===== config.mk =====
export PLATFORM = sky130hd
export DESIGN_NAME = press_timer
export DESIGN_NICKNAME = d
export VERILOG_FILES = /design/src/rtl/press_timer.sv
export SDC_FILE = /design/constraint.sdc
export NUM_CORES = 1
export LEC_CHECK = 0
export CORE_MARGIN = 5
export CORE_UTILIZATION = 55
export DETAILED_ROUTE_END_ITERATION = 10
export PLACE_DENSITY = 0.8
export SYNTH_ARGS = -nofsm -noshare
export SYNTH_HDL_FRONTEND = slang
export SYNTH_SLANG_ARGS = --single-unit
export TNS_END_PERCENT = 50

===== constraint.sdc =====
create_clock -name clk -period 2.2 [get_ports clk]
set_input_delay 0.44 -clock clk [delete_from_list [all_inputs] [get_ports clk]]
set_output_delay 0.44 -clock clk [all_outputs]
set_load 0.01 [all_outputs]

===== src/rtl/press_timer.sv =====
// Debounced button-press duration meter: measures how long an active-low
// button is held, in whole seconds, and latches the result onto 4 LEDs.
module press_timer #(
  parameter int DEBOUNCE_CYCLES = 120000,
  parameter int SEC_CYCLES      = 12000000
) (
  input  logic       clk,
  input  logic       rst,
  input  logic       btn_n,
  output logic [3:0] led,
  output logic       valid,
  output logic       busy
);

  localparam int DB_W  = (DEBOUNCE_CYCLES > 1) ? $clog2(DEBOUNCE_CYCLES) : 1;
  localparam int PRE_W = (SEC_CYCLES > 1) ? $clog2(SEC_CYCLES) : 1;

  localparam logic [DB_W-1:0]  DB_LAST  = DB_W'(DEBOUNCE_CYCLES - 1);
  localparam logic [PRE_W-1:0] PRE_LAST = PRE_W'(SEC_CYCLES - 1);

  localparam logic [1:0] IDLE       = 2'd0;
  localparam logic [1:0] DB_PRESS   = 2'd1;
  localparam logic [1:0] TIMING     = 2'd2;
  localparam logic [1:0] DB_RELEASE = 2'd3;

  logic             btn_s1_q, btn_s_q;
  logic [1:0]       state_q, state_d;
  logic [DB_W-1:0]  db_cnt_q, db_cnt_d;
  logic [PRE_W-1:0] pre_cnt_q, pre_cnt_d;
  logic [3:0]       sec_q, sec_d;
  logic [3:0]       led_q, led_d;
  logic             valid_q, valid_d;
  logic             pressed;
  logic             running;

  // Two-flop synchroniser; both stages reset to the released level.
  always_ff @(posedge clk or posedge rst) begin
    if (rst) begin
      btn_s1_q <= 1'b1;
      btn_s_q  <= 1'b1;
    end else begin
      btn_s1_q <= btn_n;
      btn_s_q  <= btn_s1_q;
    end
  end

  assign pressed = ~btn_s_q;
  assign running = (state_q == TIMING) || (state_q == DB_RELEASE);

  always_comb begin
    state_d   = state_q;
    db_cnt_d  = db_cnt_q;
    pre_cnt_d = pre_cnt_q;
    sec_d     = sec_q;
    led_d     = led_q;
    valid_d   = 1'b0;

    // The release debounce window still counts toward the measured time.
    if (running) begin
      if (pre_cnt_q == PRE_LAST) begin
        pre_cnt_d = '0;
        sec_d     = (sec_q == 4'd15) ? 4'd15 : sec_q + 4'd1;
      end else begin
        pre_cnt_d = pre_cnt_q + PRE_W'(1);
      end
    end

    case (state_q)
      IDLE: begin
        if (pressed) begin
          state_d  = DB_PRESS;
          db_cnt_d = '0;
        end
      end
      DB_PRESS: begin
        if (!pressed) begin
          state_d = IDLE;
        end else if (db_cnt_q == DB_LAST) begin
          state_d   = TIMING;
          pre_cnt_d = '0;
          sec_d     = 4'd0;
        end else begin
          db_cnt_d = db_cnt_q + DB_W'(1);
        end
      end
      TIMING: begin
        if (!pressed) begin
          state_d  = DB_RELEASE;
          db_cnt_d = '0;
        end
      end
      DB_RELEASE: begin
        if (pressed) begin
          state_d = TIMING;
        end else if (db_cnt_q == DB_LAST) begin
          state_d = IDLE;
          led_d   = sec_d;
          valid_d = 1'b1;
        end else begin
          db_cnt_d = db_cnt_q + DB_W'(1);
        end
      end
      default: begin
        state_d = IDLE;
      end
    endcase
  end

  always_ff @(posedge clk or posedge rst) begin
    if (rst) begin
      state_q   <= IDLE;
      db_cnt_q  <= '0;
      pre_cnt_q <= '0;
      sec_q     <= 4'd0;
      led_q     <= 4'd0;
      valid_q   <= 1'b0;
    end else begin
      state_q   <= state_d;
      db_cnt_q  <= db_cnt_d;
      pre_cnt_q <= pre_cnt_d;
      sec_q     <= sec_d;
      led_q     <= led_d;
      valid_q   <= valid_d;
    end
  end

  // valid is a one-cycle strobe with no ready: it rises on the same edge that
  // updates led, and led then holds until the next strobe.
  assign led   = led_q;
  assign valid = valid_q;
  assign busy  = (state_q != IDLE);

endmodule


After elaboration in Yosys (flattened, before gate mapping)
Index checks and enable logic that the tools add are counted.
- register bits after elaboration: 54
- latch bits: 0
- bits in writable memories: 0
- bits in read-only memories: 0
- input port bits: 3
- output and inout port bits: 6
- logic and storage cells: 56
- memories: 0
- $add $sub $neg: 3
- $mul: 0
- div/mod/pow operators: 0
- order comparisons: 0
- equality and inequality tests: 12
- shifts and indexed selects: 0
- multiplexer cells: 27
- bitwise operators: 0
- reduce and logical (&&, ||, !) cells: 6
- operators with widths (kind ; count):
    two-way mux 24 bit ; 5
    two-way mux 17 bit ; 5
    one-hot mux 17 bit (4 select lines) ; 1
    adder 24 x 1 -> 24 bit (second input constant) ; 1
    == test 24 bit (second input constant) ; 1
    two-way mux 4 bit ; 6
    adder 17 x 1 -> 17 bit (second input constant) ; 1
    == test 17 bit (second input constant) ; 1
    two-way mux 2 bit ; 6
    != test 2 bit (second input constant) ; 4
    one-hot mux 2 bit (4 select lines) ; 1
    AND reduction 4 bit ; 2
    adder 4 x 1 -> 4 bit (second input constant) ; 1
    == test 2 bit (second input constant) ; 2
    == test 4 bit (second input constant) ; 1
    two-way mux 1 bit ; 3
    != test 3 x 2 -> 1 bit (second input constant) ; 1
    != test 3 bit (second input constant) ; 1
    AND reduction 3 bit ; 1
    == test 2 x 1 -> 1 bit (second input constant) ; 1
    zero test 2 bit ; 1
    nonzero test 2 bit ; 1
    logical OR 1 bit ; 1

Logic depth before layout (Yosys ltp)
Gate-level depths: netlist of run 1.
- word-level depth: 7
- depth in mapped cells: 11
- gate-level depth less buffers: 6

Worst setup path before layout of run 1
No wires, ideal clock.
- path kind: register -> register
- start point: register pre_cnt_q[0]
- end point: register pre_cnt_q[13]
- library setup time: 0.071 ns
- arrival: 2.037 ns
- data required time: 2.129 ns
- setup slack: 0.092 ns
- stages on the path, launching flop included: 12
- path buffers: 5
- period minus slack after synthesis: 2.108 ns
- path through: dfrtp_1 ha_1 and3_1 buf_6 and3_4 buf_6 and4_4 buf_6 or2_1 buf_6 buf_6 nor2_1
- word-level cells in the longest chain between the ends: 6
- ends and longest elaborated chain (element ; line ; text):
    start, declared ; 29 ; logic [PRE_W-1:0] pre_cnt_q, pre_cnt_d;
    start signal, assigned ; 120 ; pre_cnt_q <= pre_cnt_d;
    adder 24 x 1 -> 24 bit / == test 24 bit (equally long branches) ; 64, 60 ;
    two-way mux 24 bit (*) ; 60 ; if (pre_cnt_q == PRE_LAST) begin
    two-way mux 24 bit (*) ; 59 ; if (running) begin
    two-way mux 24 bit ; 78 ; end else if (db_cnt_q == DB_LAST) begin
    two-way mux 24 bit ; 76 ; if (!pressed) begin
    two-way mux 24 bit (*) ; 68 ; case (state_q)
    named net pre_cnt_d[13] ; 29 ;
Mark *: on every way through the listed nets, which the timed path passes. The rest lies on a longest branch.
A chain may end at the register's enable or synchronous reset.

Final worst setup path of run 1
- start point: register state_q[0]
- end point: output busy
- word-level cells in the longest chain between the ends: 1
- ends and longest elaborated chain (element ; line ; text):
    start, declared ; 27 ; logic [1:0] state_q, state_d;
    start signal, assigned ; 118 ; state_q <= state_d;
    nonzero test 2 bit ; 131 ; assign busy = (state_q != IDLE);
    end, declared ; 12 ; output logic busy
No other way between the ends.

==> results of run 1 <==
-- synthesized netlist by cell type, types with 2 or more instances --
cell,count,area share (%)
dfstp_2,2,1.9
xnor2_1,7,2.2
nor4_2,2,0.91
clkbuf_1,5,0.68
o21ai_0,8,1.5
nand3b_1,2,0.55
ha_1,3,1.4
xor2_1,28,8.9
and4_1,5,1.6
and2_1,2,0.45
and3_1,9,2.0
nand2_1,21,2.9
nor3_1,2,0.36
nand4b_1,2,0.64
a21oi_1,8,1.5
nand3_1,20,3.6
nor2_1,39,5.3
dfrtp_1,52,47
nand2b_1,6,1.4
mux2i_1,4,1.5
inv_1,3,0.41
nor4_1,3,0.68
o31ai_1,2,0.55
nand4_1,18,4.1
or2_2,2,0.45
buf_6,5,2.0
-- state kept, by name (all words and copies together), names as in the netlist, named ones only --
| name | flops |
|---|---|
| pre_cnt_q | 24 |
| db_cnt_q | 17 |
| led | 4 |
| sec_q | 4 |
| btn_s1_q | 1 |
| btn_s_q | 1 |
| state_q | 1 |
| valid | 1 |
-- cell usage in the layout, fill, tap and decap left out, types with 2 or more instances in the layout --
cell type and n:
nand4_1 18, o21ai_0 8, inv_1 2, nor4_2 2, nand3_1 20, or2_2 3
dfrtp_1 52, nor3_1 2, clkdlybuf4s50_1 8, xnor2_1 7, nand2b_1 6, nand3b_1 2
a21oi_1 8, and3_1 9, o31ai_1 2, clkbuf_8 7, nor4_1 3, buf_4 12
xor2_1 28, nand2_1 21, ha_1 3, and2_1 2, and4_1 5, nor2_1 39
mux2i_1 4, dfstp_2 2, nand4b_1 2
-- worst max-delay path, delay by kind of cell (launching register included) --
family                 cells  cell delay (ps)
buffers and inverters      1              480
DFF                        1              490
and+or+nand+nor            1              330
-- final cells by class --
class	instances	area (um^2)
Multi-Input combinational cell	209	1310
Clock inverter	1	8.76
Tap cell	67	83.8
Timing Repair Buffer	21	190
Fill cell	387	1740
Inverter	3	11.3
Sequential cell	54	1350
Clock buffer	7	96.3
-- how the worst max path moves through the flow --
| stage | endpoint | slack [ps] |
|---|---|---|
| floorplan | pre_cnt_q[13] | 90 |
| global placement | led[3] | 210 |
| detailed placement | pre_cnt_q[9] | 180 |
| CTS | busy | 140 |
| global route | led[3] | 60 |
| finish | busy | 150 |
-- what timing repair did --
action,in CTS,in global routing
setup endpoints to repair,0,1
gates resized for setup,0,1
buffers inserted,0,0
-- layer usage --
metal	vias up	GRT usage, %	share of wire (%)
met2	31	33.1	52
met5	-	0	0
met1	1004	22.8	45
met4	0	7.09	1.4
li1	1010	-	-
met3	7	3.33	2.3
-- metrics by stage --
step	util (%)	setup WS (ps)	hold slack, ps
after detailed placement	61.5	185	351
after floorplan	-	91.9	345
after global placement	61.5	210	346
after global routing	63.7	62.3	369
final	63.7	146	365
after CTS	63.7	143	365
-- where the power goes --
group	internal [mW]	switching [mW]	leakage [nW]
clock	0.289	0.327	0.0544
combinational	0.0237	0.0376	0.588
sequential	1.00	0.0138	0.743
total	1.31	0.378	1.39
-- logic make-up (layout without fill, tap and decap cells) --
| logic type | after synthesis | after routing | share of synthesized area, % |
|---|---|---|---|
| DFF | 54 | 54 | 49.2 |
| adders and majority gates | 3 | 3 | 1.36 |
| buffers and inverters | 14 | 32 | 3.32 |
| and+or+nand+nor | 142 | 142 | 28.1 |
| muxes | 4 | 4 | 1.46 |
| xor gates and xnor gates | 35 | 35 | 11.1 |
| AOI/OAI and AO/OA | 25 | 25 | 5.46 |
==> qor.txt, run 1 <==
status -> complete, no violations
reg2reg start -> pre_cnt_q[13]
overall routing resource usage -> 18.7%
largest net degree at the start of global routing -> 24
sink of the worst hold path -> btn_s_q
final hold vios -> 0
R2R cell count -> 5
Leak -> 1.39 nW
RePlAce Congestion -> 0.900
fin crit share -> 93.4%
CP max stage delay -> 490 ps
Worst VDD drop -> 0.360 mV
placed insts -> 354
Routed wire per std cell -> 14.7 um
Fin Clk Skew -> 9.14 ps
die area -> 6520 um^2
Iter 0 DRT Violations -> 94
H-tree depth -> 2
clock-pin transition on the worst setup and hold timing paths -> 100 ps
Setup crit end kind -> primary output
Die W -> 80.7 um
hold_sp -> btn_s1_q
Vias per Instance -> 5.67
Syn Std Cell Area -> 2750 um^2
cells after synthesis -> 277
HP Class -> reg -> reg
routed wire length -> 5320 um
n_diodes -> 0
synth unique cells -> 43
CTS tree -> built
worst-path cell chain -> or2_2, clkdlybuf4s50_1
CP startpoint kind -> register
Cell Rows -> 25
DRC viols -> 0
FMAX -> 487 MHz
Slew headroom -> 59.2%
DIE HEIGHT -> 80.7 um
Seq/Total Area, Yosys -> 49.2%
number of synthesized flops with an enable pin -> 0
first-pass GRT wire length -> 9570 um
initial core utilization -> 57.5%
R2R setup slack -> 170 ps
critical path launch point -> state_q[0]
worst hold stages -> 0
Boundary Pins -> 9
number of global-route vias before repair -> 2129
slowest CP cell -> dfrtp_1
core area -> 4790 um^2
synthesized area per cell -> 9.93 um^2
share of cells above drive strength 1 -> 11.9%
Final ANT Viol Nets -> 0
Layout Nets -> 300
WS Path Type -> reg -> out
clock sinks -> 54
Most used DFF post-synth -> dfrtp_1
total number of vias -> 2052
root buffer selected by CTS -> clkbuf_8
syn_nets -> 283
Yosys warning count -> 0
Num CTS Buffers -> 5
RSZ-0062 raised after global routing -> no
fin. max-slew vios -> 0
Worst-Skew Late Latency -> 310 ps
setup TNS -> 0 ps
async set-reset flop share out of synthesis -> 100%
DP HPWL -> 3750 um
Non-Filler Instances -> 362
CP arrival -> 1610 ps
worst-margin pin slew -> 606 ps
post-route cell area -> 3050 um^2
initial antenna violation count -> 0
reg2reg end -> led[3]
IO buf count -> 8
Pwr Total -> 1.69 mW
post-layout min period -> 2050 ps
max_cap viols -> 0
Area Overhead vs Synth -> 10.9%
Post-DP Area -> 2950 um^2
GRT Residual Overflow -> 0
Pwr Density -> 555 nW/um^2
Pre-antenna DRT Iters -> 4
synthesis-stage register bit count -> 54
Max FO, Critical Path -> 9
final setup fails -> 0
Worst Path Required -> 1760 ps
post-cts hold buffer count -> 0
clock tree buffer depth -> 2
Power figures use the tool's default switching activity.
==> inputs of run 2 (changes only) <==
--- a/config.mk
+++ b/config.mk
@@ -5,10 +5,12 @@
 export SDC_FILE = /design/constraint.sdc
 export NUM_CORES = 1
 export LEC_CHECK = 0
+export ABC_AREA = 1
 export CORE_MARGIN = 5
-export CORE_UTILIZATION = 55
+export CORE_UTILIZATION = 56
 export DETAILED_ROUTE_END_ITERATION = 10
 export PLACE_DENSITY = 0.8
+export REMOVE_ABC_BUFFERS = 1
 export SYNTH_ARGS = -nofsm -noshare
 export SYNTH_HDL_FRONTEND = slang
 export SYNTH_SLANG_ARGS = --single-unit
==> qor.txt, run 2 <==
CP max stage delay -> 530 ps
synthesis-stage register bit count -> 54
HP Class -> reg -> reg
final setup fails -> 0
fin. max-slew vios -> 0
CTS resizes -> 0
Reg area -> 1350 um^2
Most used DFF post-synth -> dfrtp_1
R2R cell count -> 10
Worst Path Required -> 1760 ps
post-cts hold buffer count -> 0
Syn Std Cell Area -> 3330 um^2
DIE HEIGHT -> 87.1 um
H-tree depth -> 2
Commonest cells post-synth -> 142 x nand2_1, 78 x nor2_1, 52 x dfrtp_1
GRT Residual Overflow -> 0
slowest CP cell -> clkdlybuf4s50_1
first-pass GRT wire length -> 12400 um
post-synthesis compound-gate area fraction -> 5.11%
cells after synthesis -> 470
routed wire length -> 6780 um
Worst-Skew Late Latency -> 320 ps
mux cell area share after synthesis -> 0%
die area -> 7590 um^2
share of cells above drive strength 1 -> 8.13%
# Post-CTS Setup Buffers -> 0
Worst VDD drop -> 0.293 mV
sink of the worst hold path -> btn_s_q
Pwr Total -> 1.67 mW
top area cells in the synthesized netlist -> dfrtp_1 39%, nand2_1 16%, nor2_1 8.8%
IO buf count -> 8
most frequent cells in the layout -> 142 x nand2_1, 78 x nor2_1, 52 x dfrtp_1
multi-input logic area -> 1690 um^2
Synth Area in XOR/XNOR -> 3.68%
synthesized area per cell -> 7.08 um^2
Final ANT Viol Nets -> 0
R2R setup slack -> 340 ps
share of the synthesized area in the top cell type -> 39.1%
Pwr Density -> 469 nW/um^2
reg2reg start -> pre_cnt_q[0]
RePlAce Congestion -> 0.933
async set-reset flop share out of synthesis -> 100%
largest family of logic cells by synthesized area -> simple AND/OR/NAND/NOR gates
Hold Slack -> 368 ps
Max FO, Critical Path -> 6
Non-Filler Instances -> 555
largest net degree at the start of global routing -> 31
fin crit share -> 88.5%
most frequent cell after synthesis -> nand2_1
synth unique cells -> 36
status -> complete, no violations
clock sinks -> 54
WS Path Type -> reg -> out
n_diodes -> 0
kind of cell adding the most delay to the critical path -> buffers and inverters
worst hold stages -> 0
max_cap viols -> 0
Boundary Pins -> 9
initial core utilization -> 56.9%
setup TNS -> 0 ps
Yosys warning count -> 0
most common cell after layout, fill and taps aside -> nand2_1
max reg flops -> 24
total number of vias -> 2896
CTS tree -> built
Die W -> 87.1 um
post-layout min period -> 1950 ps
clock tree buffer depth -> 2
Layout Nets -> 485
core area -> 5850 um^2
fillers -> 525
Num CTS Buffers -> 5
Iter 0 DRT Violations -> 101
Synth area leader -> dfrtp_1
clock-pin transition on the worst setup and hold timing paths -> 110 ps
RSZ-0062 raised after global routing -> no
number of synthesized flops with an enable pin -> 0
Regs by FF count -> pre_cnt_q x24, db_cnt_q x17
Setup crit end kind -> primary output
Fin Clk Skew -> 10.2 ps
Slew headroom -> 53.4%
worst-path cell chain -> inv_2, nand2_1, clkdlybuf4s50_1
Biggest register -> pre_cnt_q
simple-gate portion of the synthesized area -> 41.0%
Routed wire per std cell -> 12.2 um
Vias per Instance -> 5.22
CP arrival -> 1510 ps
initial antenna violation count -> 0
placed insts -> 547
root buffer selected by CTS -> clkbuf_8
Pre-antenna DRT Iters -> 4
final hold vios -> 0
worst-margin pin slew -> 696 ps
Post-Synth Adder-Cell Area -> 1.13%
DRC viols -> 0
Worst Path Buf+Inv -> 2
number of global-route vias before repair -> 2814
hold_sp -> btn_s1_q
Seq/Total Area, Yosys -> 40.7%
reg2reg end -> pre_cnt_q[9]
DP HPWL -> 5190 um
CP startpoint kind -> register
Area Overhead vs Synth -> 7.03%
overall routing resource usage -> 20.1%
Leak -> 1.64 nW
Cell Rows -> 28
FMAX -> 514 MHz
[run 2: worst reg2reg max path, delay by kind of cell (launching register included)]
family        cells  cell delay (ps)
flops             1              410
fa+ha+maj         1              240
buf+inv           1              140
simple gates      8              980
[run 2: how the worst max path moves through the flow]
| stage | start | end | slack, ps | cells past startpoint |
|---|---|---|---|---|
| 2_1_floorplan | rst | asynchronous set/reset pin | 450 | 1 |
| 3_3_place_gp | db_cnt_q[0] | pre_cnt_q[22] | 430 | 8 |
| 3_5_place_dp | db_cnt_q[0] | pre_cnt_q[22] | 360 | 8 |
| 4_1_cts | register | busy | 240 | 3 |
| 5_1_grt | pre_cnt_q[0] | pre_cnt_q[11] | 160 | 10 |
| 6_report | register | busy | 250 | 3 |
[run 2: power by group]
| part | switching [mW] | internal (mW) | total, mW |
|---|---|---|---|
| Combinational | 0.0455 | 0.0203 | 0.0658 |
| Clock | 0.354 | 0.237 | 0.591 |
| Sequential | 0.0103 | 1.00 | 1.01 |
| Total | 0.410 | 1.26 | 1.67 |
[run 2: cell families after synthesis]
kind of cell               after synthesis
and+or+nand+nor                        307
buffers and inverters                   63
AOI/OAI and AO/OA                       29
xor gates and xnor gates                14
DFF                                     54
adders and majority gates                3
[run 2: through the flow]
| step | instance area (um^2) | util (%) | worst slack, ps |
|---|---|---|---|
| 2_1_floorplan | 3250 | - | 449 |
| 5_1_grt | 3560 | 60.9 | 156 |
| 4_1_cts | 3560 | 60.9 | 240 |
| 6_report | 3560 | 60.9 | 253 |
| 3_3_place_gp | 3470 | 59.2 | 425 |
| 3_5_place_dp | 3470 | 59.2 | 362 |
[run 2: area by class of cell]
cell class / count / share of cell area [%]
Clock inverter: 3 / 0.808
Sequential cell: 54 / 38.0
Inverter: 53 / 5.65
Timing Repair Buffer: 12 / 3.44
Tap cell: 75 / 2.63
Clock buffer: 5 / 1.93
Multi-Input combinational cell: 353 / 47.5
[run 2: metal layers]
layer	wire length, um	GRT usage (%)	vias to the layer above
li1	-	-	1498
met3	235	3.88	13
met2	3160	32.7	57
met4	114	7.11	0
met5	0	0	-
met1	3270	26.8	1328
==> inputs of run 3 (changes only) <==
--- a/config.mk
+++ b/config.mk
@@ -5,9 +5,8 @@
 export SDC_FILE = /design/constraint.sdc
 export NUM_CORES = 1
 export LEC_CHECK = 0
-export ABC_AREA = 1
 export CORE_MARGIN = 5
-export CORE_UTILIZATION = 56
+export CORE_UTILIZATION = 55
 export DETAILED_ROUTE_END_ITERATION = 10
 export PLACE_DENSITY = 0.8
 export REMOVE_ABC_BUFFERS = 1
==> qor.txt, run 3 (synthesized netlist as in run 1, its figures left out) <==
Iter 0 DRT Violations -> 132
initial core utilization -> 57.5%
Die W -> 80.7 um
Cell Rows -> 25
fillers -> 371
RSZ-0062 raised after global routing -> no
met3 usage -> 3.10%
IO buf count -> 8
Num CTS Buffers -> 5
fin. max-slew vios -> 0
Vias per Instance -> 5.73
Util after Layout -> 64.0%
CTS tree -> built
Fin Clk Skew -> 4.28 ps
first-pass GRT wire length -> 9190 um
sw frac -> 20.4%
hold_sp -> btn_s1_q
overall routing resource usage -> 18.1%
status -> complete, no violations
DP HPWL -> 3520 um
most frequent cells in the layout -> 52 x dfrtp_1, 39 x nor2_1, 28 x xor2_1
reg2reg end -> led[3]
most common cell after layout, fill and taps aside -> dfrtp_1
Pwr Total -> 1.76 mW
Layout Nets -> 300
GRT Max-Usage Layer -> met2
Critical Path Sink -> busy
GR Layer Usage met1 -> 21.8%
CTS resizes -> 0
CP arrival -> 1590 ps
max_cap viols -> 0
Area Overhead vs Synth -> 11.3%
post-cts hold buffer count -> 0
CP startpoint kind -> register
HP Class -> reg -> reg
fin crit share -> 92.1%
Final ANT Viol Nets -> 0
# Post-CTS Setup Buffers -> 0
root buffer selected by CTS -> clkbuf_8
switching power total -> 0.358 mW
Max FO, Critical Path -> 7
Biggest register -> pre_cnt_q
sequential share of power -> 57.8%
Leak -> 1.39 nW
core area -> 4790 um^2
GRT Residual Overflow -> 0
initial antenna violation count -> 0
Hold Slack -> 359 ps
n_diodes -> 0
FMAX -> 493 MHz
Boundary Pins -> 9
worst-margin pin slew -> 614 ps
largest net degree at the start of global routing -> 55
Routed wire per std cell -> 14.4 um
post-layout min period -> 2030 ps
Regs by FF count -> pre_cnt_q x24, db_cnt_q x17
Setup crit end kind -> primary output
met2 Usage GRT -> 31.5%
setup TNS -> 0 ps
Worst-Skew Late Latency -> 300 ps
number of global-route vias before repair -> 2073
DRC viols -> 0
WS Path Type -> reg -> out
RePlAce Congestion -> 0.854
H-tree depth -> 2
placed insts -> 354
Slew headroom -> 59.1%
clock tree buffer depth -> 2
reg2reg start -> pre_cnt_q[13]
total number of vias -> 2076
clock sinks -> 54
die area -> 6520 um^2
Pwr Density -> 573 nW/um^2
max reg flops -> 24
routed wire length -> 5220 um
Worst VDD drop -> 0.328 mV
final setup fails -> 0
P_int -> 1.40 mW
share of cells above drive strength 1 -> 11.2%
Pre-antenna DRT Iters -> 4
final hold vios -> 0
R2R setup slack -> 190 ps
Worst Path Required -> 1760 ps
Clock Power Share -> 38.7%
clock-pin transition on the worst setup and hold timing paths -> 90 ps
R2R cell count -> 5
Non-Filler Instances -> 362
Gate power share -> 3.5%
DIE HEIGHT -> 80.7 um
-- run 3: worst min-delay path by stage --
| stage | to | slack, ps | depth (start not counted) |
|---|---|---|---|
| 2_1_floorplan | btn_s_q | 350 | 0 |
| 3_3_place_gp | btn_s_q | 350 | 0 |
| 3_5_place_dp | btn_s_q | 350 | 0 |
| 4_1_cts | btn_s_q | 360 | 0 |
| 5_1_grt | btn_s_q | 370 | 0 |
| 6_report | btn_s_q | 360 | 0 |
-- run 3: power groups by stage --
stage	clock (mW)	combinational, mW	sequential, mW
2_1_floorplan	0	0.0369	1.03
3_3_place_gp	0	0.0629	1.03
3_5_place_dp	0	0.0639	1.03
4_1_cts	0.692	0.0638	1.01
5_1_grt	0.734	0.0722	1.02
6_report	0.679	0.0621	1.01
-- run 3: cell type report --
type / count / area [um^2] / share of cell area (%)
tap: 67 / 83.8 / 2.74
timing repair buffer: 21 / 190 / 6.21
clock buffer: 7 / 86.3 / 2.82
sequential: 54 / 1350 / 44.2
clock inverter: 1 / 30.0 / 0.981
inverter: 3 / 11.3 / 0.368
multi-input combinational: 209 / 1310 / 42.7
-- run 3: through the flow --
step,setup slack [ps],cell area (um^2)
CTS,171,3060
global route,18.1,3060
floorplan,149,2670
global placement,230,2950
finish,173,3060
detailed placement,189,2950
-- run 3: critical path, stage by stage (launching register included) --
cell and delay (ps):
dfrtp_1 490, or2_2 310, clkdlybuf4s50_1 480
-- run 3: layer usage --
metal | vias up | share of wire [%]
met4 | 0 | 1.4
met3 | 8 | 3.5
li1 | 1004 | -
met1 | 1017 | 45
met5 | - | 0
met2 | 47 | 50
